File: config.mk
export PLATFORM = sky130hd
export DESIGN_NAME = countdown_sequencer
export DESIGN_NICKNAME = d
export VERILOG_FILES = /design/src/rtl/countdown_pkg.sv /design/src/rtl/countdown_sequencer_tick_gen.sv /design/src/rtl/countdown_sequencer.sv
export SDC_FILE = /design/constraint.sdc
export NUM_CORES = 1
export LEC_CHECK = 0
export ABC_AREA = 1
export CAP_MARGIN = 10
export CORE_ASPECT_RATIO = 0.75
export CORE_MARGIN = 2
export CORE_UTILIZATION = 53
export CTS_BUF_LIST = sky130_fd_sc_hd__clkbuf_2 sky130_fd_sc_hd__clkbuf_4 sky130_fd_sc_hd__clkbuf_8
export CTS_CLUSTER_DIAMETER = 200
export DETAILED_ROUTE_END_ITERATION = 7
export PLACE_DENSITY = 0.89
export SYNTH_ARGS = -nofsm -noshare
export SYNTH_HDL_FRONTEND = slang
export SYNTH_HIERARCHICAL = 1
export SYNTH_SLANG_ARGS = --single-unit
File: constraint.sdc
create_clock -name clk -period 1.97 [get_ports clk]
set_input_delay 0.2955 -clock clk [delete_from_list [all_inputs] [get_ports clk]]
set_output_delay 0.2955 -clock clk [all_outputs]
set_load 0.05 [all_outputs]
File: src/rtl/countdown_pkg.sv
// Shared op-codes and state encoding for the countdown sequencer.
package countdown_pkg;

    // Command op-codes carried on cmd_op
    localparam logic [1:0] OP_START  = 2'b00;
    localparam logic [1:0] OP_PAUSE  = 2'b01;
    localparam logic [1:0] OP_RESUME = 2'b10;
    localparam logic [1:0] OP_ABORT  = 2'b11;

    // Sequencer states
    typedef enum logic [1:0] {
        ST_IDLE  = 2'b00,
        ST_RUN   = 2'b01,
        ST_PAUSE = 2'b10,
        ST_DONE  = 2'b11
    } state_t;

endpackage

File: src/rtl/countdown_sequencer_tick_gen.sv
// Prescaler producing a one-cycle count tick every PRESCALE enabled cycles.
// The count is frozen while enable is low, so a pause resumes mid-period.
module tick_gen #(
    parameter int PRESCALE = 1
) (
    input  logic clk,
    input  logic rst_n,
    input  logic en,
    input  logic clr,
    output logic tick
);
    import countdown_pkg::*;

    localparam int PW = (PRESCALE > 1) ? $clog2(PRESCALE) : 1;
    localparam logic [PW-1:0] LAST = PW'(PRESCALE - 1);

    logic [PW-1:0] psc_q;
    logic [PW-1:0] psc_d;

    // Tick is asserted on the last prescaler step of an enabled cycle
    always_comb begin
        tick = en && (psc_q == LAST);
    end

    // Next prescaler value: clear wins, wrap after the tick, otherwise hold
    always_comb begin
        psc_d = psc_q;
        if (clr) begin
            psc_d = '0;
        end else if (en) begin
            if (psc_q == LAST) begin
                psc_d = '0;
            end else begin
                psc_d = psc_q + PW'(1);
            end
        end else begin
            psc_d = psc_q;
        end
    end

    // Prescaler register
    always_ff @(posedge clk or negedge rst_n) begin
        if (!rst_n) begin
            psc_q <= '0;
        end else begin
            psc_q <= psc_d;
        end
    end

endmodule

File: src/rtl/countdown_sequencer.sv
// Command-driven down-counter sequencer: START/PAUSE/RESUME/ABORT commands,
// prescaled decrement, terminal-count pulse, one-shot or auto-reload runs.
// Every output is a register; command effects appear one cycle after accept.
module countdown_sequencer #(
    parameter int WIDTH    = 6,
    parameter int PRESCALE = 1
) (
    input  logic             clk,
    input  logic             rst_n,
    input  logic             cmd_valid,
    output logic             cmd_ready,
    input  logic [1:0]       cmd_op,
    input  logic [WIDTH-1:0] cmd_value,
    input  logic             cmd_periodic,
    output logic [WIDTH-1:0] count,
    output logic             busy,
    output logic             expired,
    output logic             tc_pulse,
    output logic             err_pulse
);
    import countdown_pkg::*;

    localparam logic [WIDTH-1:0] ONE = WIDTH'(1);

    state_t           state_q, state_d;
    logic [WIDTH-1:0] count_q, count_d;
    logic [WIDTH-1:0] reload_q, reload_d;
    logic             periodic_q, periodic_d;
    logic             tc_q, tc_d;
    logic             err_q, err_d;
    logic             busy_q, expired_q, ready_q;

    logic             cmd_accept_s;
    logic             tick_s;
    logic             tick_en_s;
    logic             tick_clr_s;

    // Command handshake and prescaler control; a coincident command
    // also freezes the prescaler so the discarded tick is not lost mid-period
    always_comb begin
        cmd_accept_s = cmd_valid && ready_q;
        tick_en_s    = (state_q == ST_RUN) && !cmd_accept_s;
        tick_clr_s   = cmd_accept_s && (cmd_op == OP_START);
    end

    tick_gen #(
        .PRESCALE (PRESCALE)
    ) u_tick_gen (
        .clk   (clk),
        .rst_n (rst_n),
        .en    (tick_en_s),
        .clr   (tick_clr_s),
        .tick  (tick_s)
    );

    // Next-state logic: accepted commands take priority over a tick
    always_comb begin
        state_d    = state_q;
        count_d    = count_q;
        reload_d   = reload_q;
        periodic_d = periodic_q;
        tc_d       = 1'b0;
        err_d      = 1'b0;
        if (cmd_accept_s) begin
            case (cmd_op)
                OP_START: begin
                    if (cmd_value == '0) begin
                        err_d   = 1'b1;
                        state_d = ST_IDLE;
                        count_d = '0;
                    end else begin
                        count_d    = cmd_value;
                        reload_d   = cmd_value;
                        periodic_d = cmd_periodic;
                        state_d    = ST_RUN;
                    end
                end
                OP_PAUSE: begin
                    if (state_q == ST_RUN) begin
                        state_d = ST_PAUSE;
                    end else begin
                        err_d = 1'b1;
                    end
                end
                OP_RESUME: begin
                    if (state_q == ST_PAUSE) begin
                        state_d = ST_RUN;
                    end else begin
                        err_d = 1'b1;
                    end
                end
                OP_ABORT: begin
                    state_d = ST_IDLE;
                    count_d = '0;
                end
                default: begin
                    err_d = 1'b1;
                end
            endcase
        end else if (tick_s) begin
            if (count_q > ONE) begin
                count_d = count_q - ONE;
            end else if (count_q == ONE) begin
                tc_d = 1'b1;
                if (periodic_q) begin
                    count_d = reload_q;
                end else begin
                    count_d = '0;
                    state_d = ST_DONE;
                end
            end else begin
                // A zero count in RUN cannot be reached; park safely in IDLE
                state_d = ST_IDLE;
            end
        end else begin
            state_d = state_q;
        end
    end

    // State, datapath and registered status outputs
    always_ff @(posedge clk or negedge rst_n) begin
        if (!rst_n) begin
            state_q    <= ST_IDLE;
            count_q    <= '0;
            reload_q   <= '0;
            periodic_q <= 1'b0;
            tc_q       <= 1'b0;
            err_q      <= 1'b0;
            busy_q     <= 1'b0;
            expired_q  <= 1'b0;
            ready_q    <= 1'b0;
        end else begin
            state_q    <= state_d;
            count_q    <= count_d;
            reload_q   <= reload_d;
            periodic_q <= periodic_d;
            tc_q       <= tc_d;
            err_q      <= err_d;
            busy_q     <= (state_d == ST_RUN) || (state_d == ST_PAUSE);
            expired_q  <= (state_d == ST_DONE);
            ready_q    <= 1'b1;
        end
    end

    // Output mapping
    always_comb begin
        cmd_ready = ready_q;
        count     = count_q;
        busy      = busy_q;
        expired   = expired_q;
        tc_pulse  = tc_q;
        err_pulse = err_q;
    end

endmodule

# [Word level (Yosys, flattened, before mapping)]
# Cells that the tools add are included.
[totals] reg_bits=21 inputBits=12 output_inout_bits=11 word_cells=66
[classes] n_addsub=2 n_lt_le_gt_ge=1 n_eq_ne=10 mux=28 bitwise_logic=2 n_reduce_logical=13
[ops] cell="$mux W6" n=6
[ops] cell="$mux W2" n=7
[ops] cell="$mux W1" n=12
[ops] cell="$pmux W6 S2" n=1
[ops] cell="$eq A2 B2 Y1 const B" n=5
[ops] cell="$pmux W2 S4" n=1
[ops] cell="$eq A2 B1 Y1 const B" n=3
[ops] cell="$eq A6 B1 Y1 const B" n=1
[ops] cell="$gt A6 B1 Y1 const B" n=1
[ops] cell="$logic_not A6 Y1" n=1
[ops] cell="$reduce_and A3 Y1" n=2
[ops] cell="$sub A6 B1 Y6 const B" n=1
[ops] cell="$logic_and A1 B1 Y1" n=4
[ops] cell="$reduce_bool A2 Y1" n=2
[ops] cell="$ne A3 B1 Y1 const B" n=1
[ops] cell="$pmux W1 S3" n=1
[ops] cell="$reduce_bool A3 Y1" n=1
[ops] cell="$logic_not A2 Y1" n=1
[ops] cell="$not A1 Y1" n=2
[ops] cell="$add A1 B1 Y1 const B" n=1
[ops] cell="$logic_not A1 Y1" n=1
[ops] cell="$logic_or A1 B1 Y1" n=1

# [Longest topological paths before layout]
[depth] word_depth=8 ltp_mapped=11 ltp_nobuf=10

# [Cells and area by module]
# The synthesis kept the hierarchy.
[modules_own_cells] mod="countdown_sequencer" instances=1 cells_per_inst=165 area_per_inst_um2=1212.4 seq_area_each_um2=500.5
[modules_own_cells] mod="tick_gen" instances=1 cells_per_inst=1 area_per_inst_um2=7.5 seq_area_each_um2=0.0

# [Worst setup path after synthesis]
# OpenSTA, ideal clock, no wires.
[synth_timing] kind="register to register" from="reg ready_q, in the netlist cmd_ready" to="reg busy_q, in the netlist busy" setup_time_ns=0.126 arrival_ns=1.830 required_ns=1.844 path_slack_ns=0.014 path_stages_with_launch=12 n_path_buf=1 synth_period_minus_slack_ns=1.956 path_cell_list="dfrtp_1 > nand2_2 > inv_2 > nor3_1 > buf_4 > inv_1 > nor2_1 > o21ai_1 > nand2_1 > nand2_1 > nand3_1 > ha_1"
[synth_between] elab_chain_cells=8 word_cells_on_any_way=9 classes_between="eq/ne: 2; mux: 2; reduce/logical: 5"
[synth_lines] item="from (decl)" line="countdown_sequencer.sv:31" rtl="logic busy_q, expired_q, ready_q;"
[synth_lines] item="from (signal assigned)" line="countdown_sequencer.sv:131" rtl="ready_q <= 1'b0;"
[synth_lines] item="from (signal assigned)" line="countdown_sequencer.sv:141" rtl="ready_q <= 1'b1;"
[synth_lines] item="$logic_and A1 B1 Y1 (*)" line="countdown_sequencer.sv:41" rtl="cmd_accept_s = cmd_valid && ready_q;"
[synth_lines] item="$logic_not A1 Y1 (*)" line="countdown_sequencer.sv:42" rtl="tick_en_s = (state_q == ST_RUN) && !cmd_accept_s;"
[synth_lines] item="$logic_and A1 B1 Y1 (*)" line="countdown_sequencer.sv:42"
[synth_lines] item="net tick_en_s" line="countdown_sequencer.sv:35" rtl="logic tick_en_s;"
[synth_lines] item="$logic_and A1 B1 Y1 (*)" line="countdown_sequencer_tick_gen.sv:22" rtl="tick = en && (psc_q == LAST);"
[synth_lines] item="net tick_s" line="countdown_sequencer.sv:34" rtl="logic tick_s;"
[synth_lines] item="$mux W2 (*)" line="countdown_sequencer.sv:100" rtl="end else if (tick_s) begin"
[synth_lines] item="$mux W2 (*)" line="countdown_sequencer.sv:64" rtl="if (cmd_accept_s) begin"
[synth_lines] item="net state_d[0]" line="countdown_sequencer.sv:25" rtl="state_t state_q, state_d;"
[synth_lines] item="$eq A2 B1 Y1 or $eq A2 B2 Y1 (tied branches)" line="countdown_sequencer.sv:139" rtl="busy_q <= (state_d == ST_RUN) || (state_d == ST_PAUSE);"
[synth_lines] item="$logic_or A1 B1 Y1 (*)" line="countdown_sequencer.sv:139"
[synth_lines] item="to (signal assigned)" line="countdown_sequencer.sv:139"
[synth_lines] item="to (decl)" line="countdown_sequencer.sv:31"
# Mark *: on every way through the listed nets, which the timed path passes. The rest lies on a longest branch.
# A chain may end at the register's enable or synchronous reset.

# [Final worst setup path]
[layout_timing] from="reg count_q[5], in the netlist count[5]" to="out count[5]"
[layout_rtl] item="from (decl)" line="countdown_sequencer.sv:26" rtl="logic [WIDTH-1:0] count_q, count_d;"
[layout_rtl] item="from (signal assigned)" line="countdown_sequencer.sv:134" rtl="count_q <= count_d;"
[layout_rtl] item="to (decl)" line="countdown_sequencer.sv:15" rtl="output logic [WIDTH-1:0] count,"
# No word-level cell between the ends.

==> impl_summary.md <==
Synthesis
For this run, the register share of the synthesized area comes to 41.03%. In the synthesized netlist the dominant register cell turns out to be dfrtp_1. Synthesis produced a netlist whose cell count is 166. After synthesis, the cell types taking the most area are dfrtp_1 41%, nand2_1 14%, a21oi_1 8.2%. The post-synthesis instance area is 0.001220 mm^2. The number of synthesized register bits is 20.

The distinct cell type count after synthesis is 26. After synthesis, the largest area contributor takes up 41.03% of total cell area. The proportion of register bits with asynchronous set or reset after synthesis is 100.0%. In this run the mean area of a mapped cell was 7.349 um^2. Counting every net in the synthesized netlist gives 181. Summed over all instances, the cell type with the most area after synthesis is dfrtp_1. The Yosys step of the flow raised 6 warnings. Counting flops with a built-in enable in the synthesized netlist gives 0.

Global route
The number of global-route vias before repair is 1103. Global routing used 24.00% of the available tracks. The overall overflow remaining after global route is 0. Entering global routing, the biggest net connects 21 pins. The number of antenna violations at the first check in global routing came to 0. The first-pass GRT wire length is 4719 um.

Layout
The number of nets in the finished design is 210. Measured on the finished design, the core utilization comes to 68.74%. The count of inserted antenna diode cells is 0. In the layout the commonest cells are 46 x nand2_1, 20 x a21oi_1, 20 x dfrtp_1, 19 x nand3_1, 19 x clkdlybuf4s50_1. The post-route netlist has 10.88% of its cells at a drive strength greater than 1. The area overhead of the layout relative to synthesis is 25.85%. After the flow finishes, the layout carries non-filler instances totaling 218. The number of fillers in the final layout is 167.

After routing the design area is 0.001535 mm^2. Leaving out fill and tap cells, the most frequent cell in the layout is nand2_1.

Setup path
The cell class contributing the biggest share of worst-path delay is buffers and inverters. Walking the worst path, the cells encountered are clkdlybuf4s50_1. The sort of element at the start of the critical path is a flop. The number of buffer and inverter stages on the critical path is 1. The kind of end point of the critical path is an output port. For this design, the slowest cell found on the critical path is clkdlybuf4s50_1. The maximum net fanout on the critical path is 5.

The worst setup path category is reg2out. Data on the critical path arrives at its endpoint at 1600 ps. In this design, the stage delay of the slowest critical-path cell is 830 ps. The worst endpoint required time is 1670 ps.

Clocking
Hold repair after CTS inserted 0 buffers. The clock input transition at the sequential cells of the worst setup and hold paths is 120 ps. At the later pin of the worst-skew pair, clock insertion delay measures 310 ps. The TritonCTS clock tree is yes. No sink is reached through more buffers than the 2 on the longest clock path. The clock net in this run drives a total of 20 sinks. The number of buffers created by CTS is 3. In this run the number of H-tree levels came out at 1.

The root buffer cell chosen for the clock tree is clkbuf_4.

Placed design
Detailed placement ended at an HPWL of 2332 um. Input and output buffers added on the ports amount to 22. Routability-driven placement finished with a final weighted congestion of 0.8172.

The standard cell area after detailed placement is 0.001493 mm^2. At the placement stage, the worst setup path has a slack of 41.93 ps. Once placement completed, the tool counted placed cells totaling 215.

Floorplanning
The starting density of the core is 54.62%. The die width is 59.40 um. The die is 45.55 um tall.

The die area is 0.002706 mm^2. In this run the core area contains 15 standard-cell rows. The number of I/O pins is 23. In this run the standard cell core region covers 0.002233 mm^2.

Route
The post-detailed-route wirelength per cell is 13.83 um. The number of DRC markers in iteration 0 is 28. The wire length after detailed routing is 3016 um.

After detailed routing, the number of vias per cell comes to 5.509. The DRC violation count after routing is 0. The routed layout has 1201 vias. The count of nets left with antenna violations once routing finished came out at 0. The first detailed-routing pass ran for 4 iterations.

Timing
Measured against its own limit, the worst slew margin works out to 66.11%. The slack of the critical path is 74.48 ps. Setup repair after global routing left no endpoint under its margin. Hold timing on the final database bottoms out at a slack of 305.0 ps.

The clock period minus final worst setup slack is 1896 ps. The final-report hold violation count came to 0. The clock tree skew after final layout is 13.30 ps.

The count of final max-slew check failures is 0. The transition time of the tightest slew-check pin is 506.7 ps. After layout, the worst path uses 96.22% of the clock period. Based on the critical path, the design can be clocked at up to 0.5276 GHz. Setup violations remaining at the end of the flow were counted as 0. In the final timing run, aggregate negative setup slack is 0 ps.

Pwr
The switching power share of the total is 50.46%. Cell internal power was estimated by the tool at 0.9911 mW. The proportion of power drawn by combinational gates is 57.4%. The areal power density over the cells is 1303 mW/mm^2.

The leakage dissipation is 0.7688 nW. The switching power of the nets is 1.009 mW. The design draws 2.001 mW. The relative contribution of sequential cells to total power is 32.5%. The fraction of power consumed by the clock network is 10.1%.

The worst-case IR drop observed on VDD is 0.0004417 V.

Flow run
Max-cap violations in this run came to 0.

Outcome
The run finished with clean final reports.

Worst hold path
The path class of the tightest hold or removal check is in2async.
## synthesized netlist by cell type (2+ instances only)
cell and count:
nand2_1 46, a21oi_1 20, dfrtp_1 20, nand3_1 19, inv_1 14, nor2_1 14, ha_1 3, nor3_1 3
o21ai_1 3, nand2_2 2, nand3_2 2, nand4_1 2, nor2_2 2, nor2_4 2, o21ai_0 2, o22ai_1 2
## cells by family after synthesis
| logic type | share of synthesized area (%) |
|---|---|
| buffers and inverters | 5.948 |
| and+or+nand+nor | 35.69 |
| adders and majority gates | 3.077 |
| DFF | 41.03 |
| xor gates and xnor gates | 0.7181 |
| AOI/OAI and AO/OA | 13.23 |
| other | 0.3074 |
## registers in the layout, indices dropped and copies added (netlist names)
name / cells
cmd_ready: 1
expired: 1
periodic_q: 1
busy: 1
count: 6
reload_q: 6
state_q: 2
tc_pulse: 1
err_pulse: 1
## path summary, 6_finish.rpt
check                                             start                       to  slack, ps  cells after the start
max in group asynchronous                         rst_n     count[0]$_DFFE_PN0P_       1440                      2
worst min-delay path                              rst_n           busy$_DFF_PN0_        300                      2
worst min register to register  reload_q[0]$_DFFE_PN0P_  reload_q[0]$_DFFE_PN0P_        490                      2
worst max-delay path               count[5]$_DFFE_PN0P_                 count[5]         70                      1
min in group clk                reload_q[0]$_DFFE_PN0P_  reload_q[0]$_DFFE_PN0P_        490                      2
worst max register to register     count[0]$_DFFE_PN0P_           busy$_DFF_PN0_        180                      8
## routing by layer
metal  vias up  track usage (%)  wire length [um]
met4         0            8.182                47
met5         -                0                 0
met3         7            5.114               124
met2        38            42.42              1491
met1       554            29.26              1352
li1        602                -                 -
## power by group through the flow
stage,Combinational (mW),Clock (mW),Sequential (mW)
2_1_floorplan,0.545,0,0.887
3_3_place_gp,1.05,0,0.647
3_5_place_dp,1.11,0,0.655
4_1_cts,1.11,0.198,0.647
5_1_grt,1.24,0.220,0.667
6_report,1.15,0.202,0.650
## timing repair
item / in CTS / in global routing
setup endpoints to repair: 0 / 4
endpoints found under the hold margin: 0 / 0
resized for setup: 0 / 5
buffers inserted: 0 / 0
## final cells by class
type,count,area (um^2),share of cell area [%]
tap,25,31.28,2.037
multi-input combinational,128,659.4,42.95
clock buffer,3,22.52,1.467
sequential,20,500.5,32.60
timing repair buffer,27,265.3,17.28
inverter,15,56.30,3.667
No activity file was read; power rests on OpenSTA's default activity.
